**config.mk**
```make
export PLATFORM = sky130hd
export DESIGN_NAME = spi_slave_reg_bridge
export DESIGN_NICKNAME = d
export VERILOG_FILES = /design/src/rtl/spi_slave_pkg.sv /design/src/rtl/spi_slave_shifter.sv /design/src/rtl/spi_slave_reg_bridge.sv
export SDC_FILE = /design/constraint.sdc
export NUM_CORES = 1
export LEC_CHECK = 0
export CORE_MARGIN = 1.5
export CORE_UTILIZATION = 56
export DETAILED_ROUTE_END_ITERATION = 8
export PLACE_DENSITY = 0.79
export SYNTH_ARGS = -nofsm -noshare
export SYNTH_HDL_FRONTEND = slang
export SYNTH_SLANG_ARGS = --single-unit
```
**constraint.sdc**
```tcl
create_clock -name clk -period 2.4 [get_ports clk]
set_input_delay 0.36 -clock clk [delete_from_list [all_inputs] [get_ports clk]]
set_output_delay 0.36 -clock clk [all_outputs]
set_load 0.02 [all_outputs]
```
**src/rtl/spi_slave_pkg.sv**
```systemverilog
// Shared constants and FSM state encoding for the SPI-slave register bridge.
package spi_slave_pkg;

  localparam int unsigned BYTE_W      = 8;
  localparam int unsigned CTRL_WR_BIT = 2;
  localparam int unsigned NUM_STATES  = 8;

  typedef enum logic [NUM_STATES-1:0] {
    ST_IDLE     = 8'b0000_0001,
    ST_ADDR_H   = 8'b0000_0010,
    ST_ADDR_L   = 8'b0000_0100,
    ST_CONTROL  = 8'b0000_1000,
    ST_WRITE    = 8'b0001_0000,
    ST_READ_LEN = 8'b0010_0000,
    ST_READ     = 8'b0100_0000,
    ST_OVER     = 8'b1000_0000
  } state_e;

endpackage

```
**src/rtl/spi_slave_shifter.sv**
```systemverilog
// SPI pin synchronizers, sclk/scs edge detection and the rx/tx byte shift registers.
module spi_slave_shifter
  import spi_slave_pkg::*;
#(
  parameter int unsigned SYNC_STAGES = 2
) (
  input  logic              clk,
  input  logic              rst,
  input  logic              sclk,
  input  logic              scs,
  input  logic              mosi,
  input  logic              tx_load,
  input  logic [BYTE_W-1:0] tx_byte,
  output logic              byte_valid_c,
  output logic [BYTE_W-1:0] rx_byte_c,
  output logic              scs_rise_c,
  output logic              scs_fall_c,
  output logic              miso,
  output logic              miso_oe
);

  localparam int unsigned CNT_W = $clog2(BYTE_W);

  logic [SYNC_STAGES-1:0] sclk_sync;
  logic [SYNC_STAGES-1:0] scs_sync;
  logic [SYNC_STAGES-1:0] mosi_sync;
  logic                   sclk_q;
  logic                   scs_q;
  logic                   armed;
  logic [CNT_W-1:0]       bit_cnt;
  logic [BYTE_W-1:0]      rx_shift;
  logic [BYTE_W-1:0]      tx_shift;
  logic                   sclk_s;
  logic                   scs_s;
  logic                   mosi_s;
  logic                   sclk_rise_c;
  logic                   sclk_fall_c;

  assign sclk_s = sclk_sync[SYNC_STAGES-1];
  assign scs_s  = scs_sync[SYNC_STAGES-1];
  assign mosi_s = mosi_sync[SYNC_STAGES-1];

  // sclk edges only count while the slave is selected
  assign sclk_rise_c  = sclk_s & ~sclk_q & ~scs_s;
  assign sclk_fall_c  = ~sclk_s & sclk_q & ~scs_s;
  assign byte_valid_c = sclk_rise_c && (bit_cnt == CNT_W'(BYTE_W - 1));
  assign rx_byte_c    = {rx_shift[BYTE_W-2:0], mosi_s};
  assign scs_rise_c   = scs_s & ~scs_q;
  // a select already low at reset release must not start a frame
  assign scs_fall_c   = ~scs_s & scs_q & armed;
  assign miso         = tx_shift[BYTE_W-1];

  always_ff @(posedge clk or negedge rst) begin
    if (!rst) begin
      sclk_sync <= '0;
      scs_sync  <= '1;
      mosi_sync <= '0;
    end else begin
      sclk_sync <= {sclk_sync[SYNC_STAGES-2:0], sclk};
      scs_sync  <= {scs_sync[SYNC_STAGES-2:0], scs};
      mosi_sync <= {mosi_sync[SYNC_STAGES-2:0], mosi};
    end
  end

  always_ff @(posedge clk or negedge rst) begin
    if (!rst) begin
      sclk_q   <= 1'b0;
      scs_q    <= 1'b1;
      armed    <= 1'b0;
      bit_cnt  <= '0;
      rx_shift <= '0;
      tx_shift <= '0;
      miso_oe  <= 1'b0;
    end else begin
      sclk_q  <= sclk_s;
      scs_q   <= scs_s;
      miso_oe <= ~scs_s;
      if (scs_s) begin
        armed    <= 1'b1;
        bit_cnt  <= '0;
        tx_shift <= '0;
      end else begin
        if (sclk_rise_c) begin
          rx_shift <= rx_byte_c;
          bit_cnt  <= bit_cnt + CNT_W'(1);
        end
        // no shift on the falling edge that follows a byte boundary: the MSB must stay up
        if (tx_load) begin
          tx_shift <= tx_byte;
        end else if (sclk_fall_c && (bit_cnt != '0)) begin
          tx_shift <= {tx_shift[BYTE_W-2:0], 1'b0};
        end
      end
    end
  end

endmodule

```
**src/rtl/spi_slave_reg_bridge.sv**
```systemverilog
// SPI-slave frame decoder driving a byte-wide register port: ADDR_H, ADDR_L, CONTROL, then data.
module spi_slave_reg_bridge
  import spi_slave_pkg::*;
#(
  parameter int unsigned ADDR_W      = 16,
  parameter int unsigned SYNC_STAGES = 2
) (
  input  logic              clk,
  input  logic              rst,
  input  logic              sclk,
  input  logic              scs,
  input  logic              mosi,
  output logic              miso,
  output logic              miso_oe,
  output logic [ADDR_W-1:0] reg_addr,
  output logic              reg_wr_en,
  output logic [BYTE_W-1:0] reg_wr_data,
  output logic              reg_rd_en,
  input  logic [BYTE_W-1:0] reg_rd_data,
  output logic              busy,
  output logic              frame_done
);

  logic              byte_valid_c;
  logic [BYTE_W-1:0] rx_byte_c;
  logic              scs_rise_c;
  logic              scs_fall_c;
  logic              tx_load_c;
  logic [BYTE_W-1:0] tx_byte_c;

  state_e            state_q, state_d;
  logic [BYTE_W-1:0] addr_hi_q, addr_hi_d;
  logic [BYTE_W-1:0] rd_rem_q, rd_rem_d;
  logic              rd_load_q;
  logic [ADDR_W-1:0] addr_d;
  logic              wr_en_d;
  logic [BYTE_W-1:0] wr_data_d;
  logic              rd_en_d;
  logic              frame_done_d;

  spi_slave_shifter #(
    .SYNC_STAGES (SYNC_STAGES)
  ) u_shifter (
    .clk          (clk),
    .rst          (rst),
    .sclk         (sclk),
    .scs          (scs),
    .mosi         (mosi),
    .tx_load      (tx_load_c),
    .tx_byte      (tx_byte_c),
    .byte_valid_c (byte_valid_c),
    .rx_byte_c    (rx_byte_c),
    .scs_rise_c   (scs_rise_c),
    .scs_fall_c   (scs_fall_c),
    .miso         (miso),
    .miso_oe      (miso_oe)
  );

  // read data arrives the cycle after the strobe; OVER keeps the tx register at zero
  assign tx_load_c = rd_load_q || (state_q == ST_OVER);
  assign tx_byte_c = rd_load_q ? reg_rd_data : '0;

  always_comb begin
    state_d      = state_q;
    addr_hi_d    = addr_hi_q;
    addr_d       = reg_addr;
    rd_rem_d     = rd_rem_q;
    wr_en_d      = 1'b0;
    wr_data_d    = reg_wr_data;
    rd_en_d      = 1'b0;
    frame_done_d = 1'b0;

    if (reg_wr_en || reg_rd_en) addr_d = reg_addr + ADDR_W'(1);
    if (reg_rd_en) rd_rem_d = rd_rem_q - BYTE_W'(1);

    if (scs_rise_c) begin
      state_d      = ST_IDLE;
      frame_done_d = state_q inside {ST_WRITE, ST_READ_LEN, ST_READ, ST_OVER};
    end else begin
      case (state_q)
        ST_IDLE:    if (scs_fall_c) state_d = ST_ADDR_H;
        ST_ADDR_H:  if (byte_valid_c) begin
                      addr_hi_d = rx_byte_c;
                      state_d   = ST_ADDR_L;
                    end
        ST_ADDR_L:  if (byte_valid_c) begin
                      addr_d  = ADDR_W'({addr_hi_q, rx_byte_c});
                      state_d = ST_CONTROL;
                    end
        ST_CONTROL: if (byte_valid_c) begin
                      state_d = rx_byte_c[CTRL_WR_BIT] ? ST_WRITE : ST_READ_LEN;
                    end
        ST_WRITE:   if (byte_valid_c) begin
                      wr_en_d   = 1'b1;
                      wr_data_d = rx_byte_c;
                    end
        ST_READ_LEN: if (byte_valid_c) begin
                      rd_rem_d = rx_byte_c;
                      if (rx_byte_c != '0) begin
                        state_d = ST_READ;
                        rd_en_d = 1'b1;
                      end else begin
                        state_d = ST_OVER;
                      end
                    end
        ST_READ:    if (byte_valid_c) begin
                      if (rd_rem_q != '0) rd_en_d = 1'b1;
                      else                state_d = ST_OVER;
                    end
        ST_OVER:    state_d = ST_OVER;
        default:    state_d = ST_IDLE;
      endcase
    end
  end

  always_ff @(posedge clk or negedge rst) begin
    if (!rst) begin
      state_q     <= ST_IDLE;
      addr_hi_q   <= '0;
      rd_rem_q    <= '0;
      rd_load_q   <= 1'b0;
      reg_addr    <= '0;
      reg_wr_en   <= 1'b0;
      reg_wr_data <= '0;
      reg_rd_en   <= 1'b0;
      busy        <= 1'b0;
      frame_done  <= 1'b0;
    end else begin
      state_q     <= state_d;
      addr_hi_q   <= addr_hi_d;
      rd_rem_q    <= rd_rem_d;
      rd_load_q   <= reg_rd_en;
      reg_addr    <= addr_d;
      reg_wr_en   <= wr_en_d;
      reg_wr_data <= wr_data_d;
      reg_rd_en   <= rd_en_d;
      busy        <= (state_d != ST_IDLE);
      frame_done  <= frame_done_d;
    end
  end

endmodule

```
==> results of run 1 <==
-- routing by layer --
layer  global-route usage  vias to the layer above
met1                0.351                     1472
met2                0.368                       80
met5                    0                        -
met3               0.0597                       11
met4               0.0748                        0
li1                     -                     1409
-- critical path, delay by kind of cell, from the launching register on --
kind                     cells  cell delay (ns)
multiplexers                 1             0.40
adder cells (fa/ha/maj)      2             0.32
flip-flops                   1             0.39
AND/OR/NAND/NOR              3             0.99
-- power groups by stage --
stage	clock [mW]	combinational [mW]	sequential, mW
final	1.12	0.437	1.53
after global routing	1.20	0.475	1.54
after CTS	1.14	0.435	1.53
after detailed placement	0	0.432	1.55
after global placement	0	0.419	1.55
after floorplan	0	0.194	1.55
-- flip-flops by register name (all words and copies together), names as in the netlist --
register,count
reg_addr,16
addr_hi_q,8
rd_rem_q,8
reg_wr_data,8
state_q,8
u_shifter.tx_shift,8
u_shifter.rx_shift,7
u_shifter.bit_cnt,3
u_shifter.mosi_sync,2
u_shifter.sclk_sync,2
u_shifter.scs_sync,2
busy,1
frame_done,1
rd_load_q,1
reg_rd_en,1
reg_wr_en,1
u_shifter.armed,1
u_shifter.miso_oe,1
u_shifter.sclk_q,1
u_shifter.scs_q,1
-- how the worst min path moves through the flow --
stage	to	slack (ns)	cells past startpoint
finish	u_shifter.mosi_sync[1]	0.35	0
detailed placement	u_shifter.armed	0.33	1
CTS	u_shifter.mosi_sync[1]	0.36	0
global route	u_shifter.mosi_sync[1]	0.36	0
floorplan	addr_hi_q[0]	0.06	0
global placement	u_shifter.armed	0.32	1
-- cell type report --
type,instances,share of cell area
Sequential cell,81,0.425
Timing Repair Buffer,60,0.121
Tap cell,96,0.0251
Inverter,13,0.0102
Multi-Input combinational cell,259,0.371
Clock buffer,10,0.0288
Clock inverter,6,0.0191
-- logic make-up (layout without fill, tap and decap cells) --
logic type                 count (synthesis)  after routing
DFF                                       81             81
muxes                                     24             24
buffers and inverters                     31             89
AOI/OAI and AO/OA                         63             63
adders and majority gates                  6              6
xor gates and xnor gates                  25             25
and+or+nand+nor                          141            141
-- synth_stat cells, drive strengths merged (7+ instances only) --
master / count / area, µm²
nor3: 18 / 90.1
xor2: 12 / 105
inv: 13 / 48.8
o21ai: 12 / 63.8
buf: 7 / 52.5
xnor2: 13 / 114
nand2: 14 / 52.6
mux2: 22 / 248
nor2: 63 / 272
a2bb2oi: 7 / 61.3
a21oi: 27 / 191
clkbuf: 11 / 41.3
dfrtp: 77 / 1930
-- stage by stage --
step / util / instance area (µm²)
floorplan: - / 3940
global placement: 0.667 / 4530
detailed placement: 0.667 / 4530
CTS: 0.703 / 4770
global route: 0.704 / 4780
finish: 0.704 / 4780
-- timing repair --
action / CTS / global route
resized for setup: 0 / 2
hold buffers: 1 / 0
endpoints found under the setup margin: 0 / 10
endpoints found under the hold margin: 28 / 0
==> impl_metrics.env, run 1 <==
export IMPL_status="complete, no violations"
export IMPL_yosys_area_share_simple=0.189
export IMPL_power_mw=3.09
export IMPL_syn2layout_area_growth_pct=21.5
export IMPL_drtAntennaViolNets=0
export IMPL_power_leakage_nw=2.12
export IMPL_drt_iter0_drc=250
export IMPL_cp_slowest_cell="mux2_2"
export IMPL_endpoint="reg_wr_data[7]"
export IMPL_power_frac_seq=0.495
export IMPL_synth_edff_count=0
export IMPL_p_sw_mw=0.843
export IMPL_nets=443
export IMPL_relSlewSlack=0.463
export IMPL_clock_sinks=81
export IMPL_post_cts_buffers=0
export IMPL_dp_hpwl_um=5770
export IMPL_final_cells=525
export IMPL_cts_buffers=9
export IMPL_whs_ns=0.352
export IMPL_die_h_um=86.9
export IMPL_ys_seq_area_frac=0.516
export IMPL_insertion_delay_ns=0.36
export IMPL_cpPeakStageDelay_ns=0.40
export IMPL_avgViaCountPerCell=5.66
export IMPL_antenna_found_initial=0
export IMPL_top_layer="met4"
export IMPL_finalClockSkew_ns=0.0196
export IMPL_grt_first_pass_wirelength_um=14200
export IMPL_p_sw_frac=0.273
export IMPL_crit_arrival_ns=2.44
export IMPL_regArea_um2=2030
export IMPL_maxCapViolCount=0
export IMPL_wl_met1_um=3900
export IMPL_max_vdd_ir_drop_v=0.000510
export IMPL_worstHoldStart="u_shifter.mosi_sync[0]"
export IMPL_setup_viol=0
export IMPL_final_common_cell="dfrtp_1"
export IMPL_first_global_vias=2853
export IMPL_yosys_warnings=0
export IMPL_worstReg2RegEnd="reg_wr_data[7]"
export IMPL_grt_max_degree=34
export IMPL_syn_nets=390
export IMPL_fin_ws_ns=0.188
export IMPL_wl_met3_um=475
export IMPL_antennaDiodeCount=0
export IMPL_synth_xor_area_frac=0.0556
export IMPL_multi_input_area_um2=1770
export IMPL_clock_path_buffers=2
export IMPL_power_density_nw_per_um2=645
export IMPL_dieArea_um2=7540
export IMPL_dr_pass1_iters=4
export IMPL_rr_startpoint="u_shifter.bit_cnt[0]"
export IMPL_fin_setup_tns_ns=0
export IMPL_hold_viol=0
export IMPL_synth_adder_area_share=0.0191
export IMPL_synth_top_family_by_area="simple AND/OR/NAND/NOR gates"
export IMPL_gp_congestion=0.923
export IMPL_place_ws_ns=0.198
export IMPL_met2_length_um=3900
export IMPL_fmax_mhz=452
export IMPL_worstSetupStartpoint="u_shifter.bit_cnt[0]"
export IMPL_crit_type="register to register"
export IMPL_r2r_slack_ns=0.19
export IMPL_drc=0
export IMPL_rsz0062_at_grt="false"
export IMPL_synthesis_area_um2=3940
export IMPL_pwr_share_clk=0.364
export IMPL_layout_drive_gt1_share=0.224
export IMPL_grt_overflow=0
export IMPL_reg2regPathDepth=6
export IMPL_cts_tree="done"
export IMPL_portBuffers=42
export IMPL_cp_end_kind="register"
export IMPL_synth_distinct_cells=51
export IMPL_synth_cells=371
export IMPL_io_pins=43
export IMPL_critical_path_max_fanout=10
export IMPL_coreArea_um2=6790
export IMPL_h_tree_depth=3
export IMPL_grtUsageTotal=0.244
export IMPL_final_cell_mix="dfrtp_1 (77), nor2_1 (49), clkdlybuf4s50_1 (41)"
export IMPL_rows=30
export IMPL_intPower_mw=2.24
export IMPL_finalCritPeriodShare=0.922
export IMPL_avgSynthCellArea_um2=10.6
export IMPL_async_flop_share=1.00
export IMPL_p_comb_frac=0.142
export IMPL_fillCellCount=481
export IMPL_routed_wl_um=8400
export IMPL_tightest_slew_ns=0.802
export IMPL_die_x_um=86.9
export IMPL_synth_compound_area_frac=0.116
export IMPL_clk_pin_slew_worst_paths_ns=0.08
export IMPL_placedCellCount=508
export IMPL_hold_path_class="register to register"
export IMPL_ys_dominant_reg_cell="dfrtp_1"
export IMPL_crit_path_frequent_cell="ha_1"
export IMPL_cp_start_kind="register"
export IMPL_root_buffer="clkbuf_8"
export IMPL_crit_chain="ha_1, ha_1, nand4bb_1, nor2_1, nand2_1, mux2_2"
export IMPL_timing_final_crit_period_ns=2.21
export IMPL_ys_seq_elements=81
export IMPL_drv_slew=0
export IMPL_synthMuxAreaShare=0.0680
export IMPL_start_util=0.580
export IMPL_routedWlPerCell_um=16.0
export IMPL_vias=2972
export IMPL_required_ns=2.63
Power figures use the tool's default switching activity.
==> inputs of run 2 (changes only) <==
--- a/config.mk
+++ b/config.mk
@@ -8,7 +8,9 @@
 export CORE_MARGIN = 1.5
 export CORE_UTILIZATION = 56
 export DETAILED_ROUTE_END_ITERATION = 8
+export GPL_ROUTABILITY_DRIVEN = 0
 export PLACE_DENSITY = 0.79
+export SLEW_MARGIN = 20
 export SYNTH_ARGS = -nofsm -noshare
 export SYNTH_HDL_FRONTEND = slang
 export SYNTH_SLANG_ARGS = --single-unit
==> run 2 against run 1 <==
Final area is 1.5% lower. Sequential share of layout area increased by 0.67 points. Sequential power increased by 3%. First-iteration DRC count decreased by 10%. Largest power group unchanged.
==> impl_metrics.env, run 2 (synthesis results as in run 1) <==
export IMPL_insertion_delay_ns=0.35
export IMPL_maxCapViolCount=0
export IMPL_fin_ws_ns=0.213
export IMPL_nets=436
export IMPL_final_util=0.693
export IMPL_fmax_mhz=457
export IMPL_final_cell_mix="dfrtp_1 (77), nor2_1 (49), clkdlybuf4s50_1 (41)"
export IMPL_hold_viol=0
export IMPL_dpl_cell_area_um2=4480
export IMPL_drt_iter0_drc=225
export IMPL_max_vdd_ir_drop_v=0.000439
export IMPL_routed_wl_um=8390
export IMPL_status="complete, no violations"
export IMPL_crit_type="register to register"
export IMPL_grt_first_pass_wirelength_um=13900
export IMPL_cts_tree="done"
export IMPL_whs_ns=0.0442
export IMPL_regMostFlops="reg_addr"
export IMPL_vias=2904
export IMPL_fin_setup_tns_ns=0
export IMPL_clock_sinks=81
export IMPL_rows=30
export IMPL_power_density_nw_per_um2=639
export IMPL_setup_viol=0
export IMPL_grt_busiest_layer="met2"
export IMPL_syn2layout_area_growth_pct=19.6
export IMPL_clock_path_buffers=2
export IMPL_power_mw=3.01
export IMPL_tightest_slew_ns=0.890
export IMPL_placedCellCount=502
export IMPL_met3_usage=0.0483
export IMPL_dieArea_um2=7540
export IMPL_r2r_slack_ns=0.21
export IMPL_crit_arrival_ns=2.39
export IMPL_relSlewSlack=0.404
export IMPL_h_tree_depth=3
export IMPL_layout_drive_gt1_share=0.213
export IMPL_drc=0
export IMPL_cp_start_kind="register"
export IMPL_dr_pass1_iters=4
export IMPL_place_ws_ns=0.146
export IMPL_drv_slew=0
export IMPL_rsz0062_at_grt="false"
export IMPL_finalClockSkew_ns=0.0104
export IMPL_stdcell_area_um2=4710
export IMPL_final_common_cell="dfrtp_1"
export IMPL_avgViaCountPerCell=5.61
export IMPL_final_cells=518
export IMPL_cp_end_kind="register"
export IMPL_grt_max_degree=82
export IMPL_start_util=0.580
export IMPL_largest_register_ffs=16
export IMPL_timing_final_crit_period_ns=2.19
export IMPL_required_ns=2.60
export IMPL_root_buffer="clkbuf_8"
export IMPL_clk_pin_slew_worst_paths_ns=0.08
export IMPL_routedWlPerCell_um=16.2
export IMPL_antenna_found_initial=0
export IMPL_die_x_um=86.9
export IMPL_met2_usage=0.369
export IMPL_finalCritPeriodShare=0.911
export IMPL_die_h_um=86.9
export IMPL_cts_buffers=9
export IMPL_power_leakage_nw=2.09
export IMPL_antennaDiodeCount=0
export IMPL_portBuffers=42
export IMPL_io_pins=43
export IMPL_grt_overflow=0
export IMPL_grtUsageTotal=0.241
export IMPL_coreArea_um2=6790
export IMPL_first_global_vias=2840
export IMPL_critical_path_max_fanout=4
export IMPL_fillCellCount=517
export IMPL_drtAntennaViolNets=0
export IMPL_dp_hpwl_um=5470
export IMPL_met1_usage=0.342
export IMPL_hold_path_class="input port to async pin"
export IMPL_cts_hold_buf=0
run 2: layout make-up:
type,instances,area (µm²),share of cell area
Clock buffer,9,124,0.0263
Tap cell,96,120,0.0255
Timing Repair Buffer,53,517,0.110
Multi-Input combinational cell,259,1770,0.377
Clock inverter,7,95.1,0.0202
Inverter,13,48.8,0.0104
Sequential cell,81,2030,0.431
run 2: what timing repair did:
item,4_1_cts,5_1_grt
endpoints found under the setup margin,0,6
buffers inserted,0,0
gates resized for setup,0,2
run 2: metal layers:
metal / up-vias / share of wire
met3: 13 / 0.045
met2: 72 / 0.48
met4: 0 / 0.013
met5: - / 0
met1: 1435 / 0.46
li1: 1384 / -
run 2: path summary, 6_finish.rpt:
check	startpoint	to	cells after the start
worst max-delay path	rd_rem_q[5]	state_q[5]	5
worst min-delay path	rst	busy	1
worst max register to register	rd_rem_q[5]	state_q[5]	5
worst min register to register	u_shifter.scs_sync[0]	u_shifter.scs_sync[1]	0
max in group asynchronous	rst	reg_wr_data[4]	1
min in group clk	u_shifter.scs_sync[0]	u_shifter.scs_sync[1]	0
run 2: critical path: stages (launching register included):
cell,delay [ns]
dfrtp_1,0.41
or4_1,0.58
nor4b_2,0.36
nor2_1,0.16
a2111oi_0,0.44
nor3_1,0.08
run 2: power breakdown:
part,total (mW),internal (mW),switching (mW)
clock network,1.09,0.585,0.505
logic,0.349,0.151,0.198
registers,1.57,1.44,0.131
==> patch 1, RTL diff (flow settings as in run 2) <==
Change the package constant `BYTE_W` from 8 to 16.
--- a/src/rtl/spi_slave_pkg.sv
+++ b/src/rtl/spi_slave_pkg.sv
@@ -1,7 +1,7 @@
 // Shared constants and FSM state encoding for the SPI-slave register bridge.
 package spi_slave_pkg;
 
-  localparam int unsigned BYTE_W      = 8;
+  localparam int unsigned BYTE_W      = 16;
   localparam int unsigned CTRL_WR_BIT = 2;
   localparam int unsigned NUM_STATES  = 8;
 
Ports: changed (resized reg_rd_data and reg_wr_data); port bits go from 43 to 59. The function was not compared with the original's and may differ.
==> patch 1 against run 2 <==
Critical path depth decreased by 1; global-route usage is essentially flat; count of clock-buffer cells in the layout did not move; setup slack worse by 0.026 ns; wire length rose by 29%; utilization decreased by 0.88 points; power rose by 23%; die area grew 26%; clock skew increased by 0.0034 ns; final area is 26% higher; sequential cell count increased by 25; combinational power up 32%; synthesized area is 27% higher; via count increased by 28%; critical path type unchanged; critical endpoint is now reg_wr_data[14]$_DFFE_PN0P_; highest routed layer unchanged.
==> patch 1: results <==
metrics = {
    "status": {
        "status": "finished clean",
    },
    "final_layout": {
        "final_nets": 561,
        "drive_gt1_share_pct": 15.3,
        "antennaDiodeCount": 0,
        "fillers": 663,
    },
    "route": {
        "avgViaCountPerCell": 5.73,
        "drt-total-wl_mm": 10.8,
        "drtIter0Drc": 214,
        "firstDrtPassIters": 4,
        "wire_per_inst_um": 16.6,
    },
    "hold_path": {
        "hold_class": "reg2reg",
        "hold_start": "u_shifter.mosi_sync[0]$_DFF_PN0_",
        "hold_depth": 0,
    },
    "global_route": {
        "antenna_found_initial": 0,
        "grt_pass1_vias": 3701,
        "grt_max_degree": 43,
        "grt_pass1_wl_mm": 18.2,
        "track_usage_pct": 24.1,
    },
    "setup_path": {
        "reg2reg_to": "reg_wr_data[14]$_DFFE_PN0P_",
        "critPathSlowestCell": "or4_4",
        "rrSetupSlack_ns": 0.19,
        "slowest_delay_ns": 0.62,
        "path_max_fanout": 18,
        "r2r_cells": 4,
        "reg2reg_from": "state_q[2]$_DFF_PN0_",
        "cp_data_arrival_time_ns": 2.49,
    },
    "synth": {
        "ys_seq_area_share_pct": 53.2,
        "netlist_top_cells_count": "102 x dfrtp_1, 53 x nor2_1, 52 x nand2_1, 32 x o21ai_0, 23 x mux2_2",
        "synthCells": 477,
        "synth_area_leaders": "dfrtp_1 51%, mux2_2 5.2%, nor2_1 4.0%, nand2_1 3.9%, xnor2_1 3.9%",
        "syn-num-nets": 502,
        "yosysUniqueCellTypes": 54,
        "ys.warnings.count": 0,
        "synth-async-reset-ratio_pct": 100,
    },
    "placed_design": {
        "place_area_um2": 5720,
        "dp_slack_ns": 0.226,
        "dp.cells": 632,
        "dp_hpwl_mm": 7.53,
        "portBuffers": 58,
    },
    "timing": {
        "finClkSkew_ns": 0.0138,
        "relSlewSlack_pct": 61.4,
        "whs_ns": 0.357,
    },
    "power": {
        "peakVddDrop_v": 0.000370,
        "leakagePower_nw": 2.59,
    },
    "cts": {
        "cts_buffers": 9,
        "clkTransAtPathRegs_ns": 0.11,
        "cts_buffer_depth": 2,
        "clk_latency_ns": 0.38,
        "post_cts_buffers": 0,
    },
}
patch 1: cell types whose count changed after synthesis, sizes merged, moves of 9 or more:
cell	before	now
nand2	14	52
dfrtp	77	102
o21ai	12	36
a211oi	2	19
nor2	63	53
nor4	2	12
xnor2	13	22
patch 1: cells by family (layout without fill, tap and decap cells):
group	Yosys count	after routing	share of synthesized area, %
compound gates	87	87	10.4
xor+xnor	37	37	6.49
fa+ha+maj	4	4	1.00
buf+inv	36	100	3.06
flops	106	106	53.2
mux	31	31	7.50
simple gates	176	176	18.3
patch 1: power by group:
part | switching, mW | total (mW) | internal (mW)
registers | 0.180 | 2.07 | 1.89
clock network | 0.670 | 1.17 | 0.502
logic | 0.244 | 0.460 | 0.216
patch 1: stage by stage:
step / utilization (%) / power [mW]
floorplan: - / 2.32
global placement: 65.9 / 2.54
detailed placement: 65.9 / 2.56
CTS: 68.4 / 3.73
global route: 68.5 / 3.87
finish: 68.5 / 3.70
patch 1: layout make-up:
cell class                      count  area share, %
Tap cell                          108           2.27
Clock buffer                        9           2.09
Timing Repair Buffer               73           11.9
Sequential cell                   106           44.7
Clock inverter                      7           1.47
Inverter                           11          0.695
Multi-Input combinational cell    335           36.9
patch 1: timing repair:
action | 4_1_cts | 5_1_grt
endpoints found under the setup margin | 0 | 4
resized for setup | 0 | 1
hold buffers | 1 | 0
hold endpoints to repair | 28 | 0
patch 1: how the worst max path moves through the flow:
stage | from | end | slack, ns | depth (start not counted)
after global routing | state_q[2]$_DFF_PN0_ | reg_wr_data[12]$_DFFE_PN0P_ | 0.08 | 4
final | state_q[2]$_DFF_PN0_ | reg_wr_data[14]$_DFFE_PN0P_ | 0.19 | 4
after CTS | state_q[2]$_DFF_PN0_ | reg_wr_data[12]$_DFFE_PN0P_ | 0.18 | 4
after detailed placement | state_q[0]$_DFF_PN1_ | u_shifter.tx_shift[14]$_DFFE_PN0P_ | 0.23 | 4
after global placement | state_q[2]$_DFF_PN0_ | reg_wr_data[14]$_DFFE_PN0P_ | 0.27 | 4
after floorplan | state_q[3]$_DFF_PN0_ | reg_wr_data[10]$_DFFE_PN0P_ | 0.37 | 6
patch 1: critical path, delay by kind of cell, from the launching register on:
kind             cells  cell delay [ns]
multiplexers         1             0.39
AND/OR/NAND/NOR      3             1.18
flip-flops           1             0.53
patch 1: layer usage:
layer  global-route usage, %  vias to the layer above  wire, µm
li1                        -                     1780         -
met1                    32.6                     1831      4670
met2                    38.6                       94      5350
met3                    5.61                       17       562
met4                    8.02                        0       212
met5                       0                        -         0
==> patch 2, RTL diff (config.mk and constraints of run 2) <==
Without the edit above. Add an input register stage for `reg_rd_data`; this delays it by one clock. The other inputs are not delayed to match.
--- a/src/rtl/spi_slave_reg_bridge.sv
+++ b/src/rtl/spi_slave_reg_bridge.sv
@@ -20,6 +20,12 @@
   output logic              busy,
   output logic              frame_done
 );
+
+  logic [BYTE_W-1:0] reg_rd_data_q;
+
+  always_ff @(posedge clk) begin
+    reg_rd_data_q <= reg_rd_data;
+  end
 
   logic              byte_valid_c;
   logic [BYTE_W-1:0] rx_byte_c;
@@ -58,7 +64,7 @@
 
   // read data arrives the cycle after the strobe; OVER keeps the tx register at zero
   assign tx_load_c = rd_load_q || (state_q == ST_OVER);
-  assign tx_byte_c = rd_load_q ? reg_rd_data : '0;
+  assign tx_byte_c = rd_load_q ? reg_rd_data_q : '0;
 
   always_comb begin
     state_d      = state_q;
Check against the original RTL: same outputs for any inputs over 10 cycles, from zero or initial values and one cycle with rst low; that may be too few to reach the edited logic, so the function may still have changed.
==> patch 2 against run 2 <==
Setup slack improved by 0.029 ns; clock power down 18%; wire length shrank 1.7%; utilization decreased by 1.1 points; non-clock buffer count fell by 4; clock skew shrank 0.0020 ns; sequential share of layout area increased by 3.6 points; sequential power is 13% higher; final area down 0.50%; sequential cell count grew 8; first-iteration DRC count decreased by 35%; synthesized area rose by 1.7%; via count fell by 2.5%; largest power group unchanged; power rose by 0.19%.
==> patch 2: results <==
metrics = {
    "status": {
        "status": "finished clean",
    },
    "route": {
        "dr_wl_met3_um": 336,
        "avgViaCountPerCell": 5.67,
        "met1Wirelength_mm": 3.68,
        "ant_nets": 0,
        "drt-total-wl_mm": 8.25,
        "wire_per_inst_um": 16.5,
        "drtIter0Drc": 146,
        "drc_errors": 0,
        "firstDrtPassIters": 5,
        "wl_met2_mm": 4.09,
    },
    "synth": {
        "syn-num-nets": 374,
        "yosysUniqueCellTypes": 57,
        "ys.flop_type": "dfrtp_1",
        "synth-async-reset-ratio_pct": 91.0,
        "ys_seq_area_share_pct": 54.7,
        "ys.warnings.count": 0,
        "synth_top_cell_area_share_pct": 48.1,
        "synth.avg_cell_area_um2": 11.3,
        "netlist_top_cells_count": "77 x dfrtp_1, 34 x nor2_1, 26 x a21oi_1, 23 x mux2_2, 21 x nand2_1",
        "synth_area_leaders": "dfrtp_1 48%, mux2_2 6.5%, dfxtp_1 4.0%, xor2_1 3.5%, a22o_1 3.3%",
    },
    "placed_design": {
        "dp_hpwl_mm": 5.77,
        "portBuffers": 42,
        "dp_slack_ns": 0.261,
        "dp.cells": 482,
        "place_area_um2": 4510,
    },
    "setup_path": {
        "path_max_fanout": 11,
        "reg2reg_from": "state_q[3]$_DFF_PN0_",
        "critical_path.top_delay_family": "simple AND/OR/NAND/NOR gates",
        "slowest_delay_ns": 0.56,
        "rrSetupSlack_ns": 0.24,
        "cp_data_arrival_time_ns": 2.39,
        "critPathSlowestCell": "nor4_4",
        "r2r_cells": 4,
        "worstSetupEndpoint": "u_shifter.tx_shift[5]$_DFFE_PN0P_",
    },
    "global_route": {
        "track_usage_pct": 23.5,
        "met1_usage_pct": 32.7,
        "grt_max_degree": 39,
        "grt_pass1_vias": 2803,
        "use_met2_pct": 37.6,
        "grt_pass1_wl_mm": 13.6,
        "use_met3_pct": 3.39,
    },
    "power": {
        "peakVddDrop_v": 0.000434,
        "leakagePower_nw": 2.11,
    },
    "cts": {
        "post_cts_buffers": 0,
        "cts_buffers": 9,
        "clkTransAtPathRegs_ns": 0.08,
        "ctsHoldBuffers": 1,
        "h-tree-depth": 3,
        "cts_resized": 0,
    },
    "timing": {
        "finClkSkew_ns": 0.00836,
        "slew_violations": 0,
        "relSlewSlack_pct": 66.1,
        "fmax_mhz": 463,
    },
    "final_layout": {
        "final_nets": 417,
        "antennaDiodeCount": 0,
        "drive_gt1_share_pct": 15.4,
        "regMostFlops": "reg_addr",
    },
    "hold_path": {
        "hold_class": "reg2reg",
    },
}
## patch 2: changes by cell type after synthesis, moves of 8 or more
cell,delta
nor2_2,-12
nor2_1,-15
dfxtp_1,+8
a22o_1,+15
a21oi_1,+14
a21oi_2,-14
nor3_1,-9
## patch 2: cells by family after synthesis
logic type	Yosys count	share of synthesized area, %
buffers and inverters	27	3.12
adder cells (fa/ha/maj)	6	1.87
flip-flops	89	54.7
multiplexers	25	6.97
XOR/XNOR	26	5.69
AO/OA/AOI/OAI	70	11.6
AND/OR/NAND/NOR	112	16.0
## patch 2: worst min path at each step
stage               depth (start not counted)                                to                              from  slack, ns
floorplan                                   0          addr_hi_q[0]$_DFFE_PN0P_                               rst       0.06
global placement                            0  u_shifter.sclk_sync[1]$_DFF_PN0_  u_shifter.sclk_sync[0]$_DFF_PN0_       0.33
detailed placement                          0  u_shifter.mosi_sync[1]$_DFF_PN0_  u_shifter.mosi_sync[0]$_DFF_PN0_       0.34
CTS                                         0  u_shifter.mosi_sync[1]$_DFF_PN0_  u_shifter.mosi_sync[0]$_DFF_PN0_       0.36
global route                                0  u_shifter.mosi_sync[1]$_DFF_PN0_  u_shifter.mosi_sync[0]$_DFF_PN0_       0.37
finish                                      0  u_shifter.mosi_sync[1]$_DFF_PN0_  u_shifter.mosi_sync[0]$_DFF_PN0_       0.35
## patch 2: cell type report
type | count | area [µm²]
sequential | 89 | 2190
fill | 528 | 2180
multi-input combinational | 239 | 1690
timing repair buffer | 49 | 485
clock buffer | 11 | 131
tap | 96 | 120
inverter | 10 | 37.5
clock inverter | 5 | 32.5
## patch 2: where the power goes
part	switching [mW]	leakage, nW	internal, mW
Combinational	0.194	0.874	0.153
Clock	0.518	0.0870	0.376
Sequential	0.188	1.15	1.59
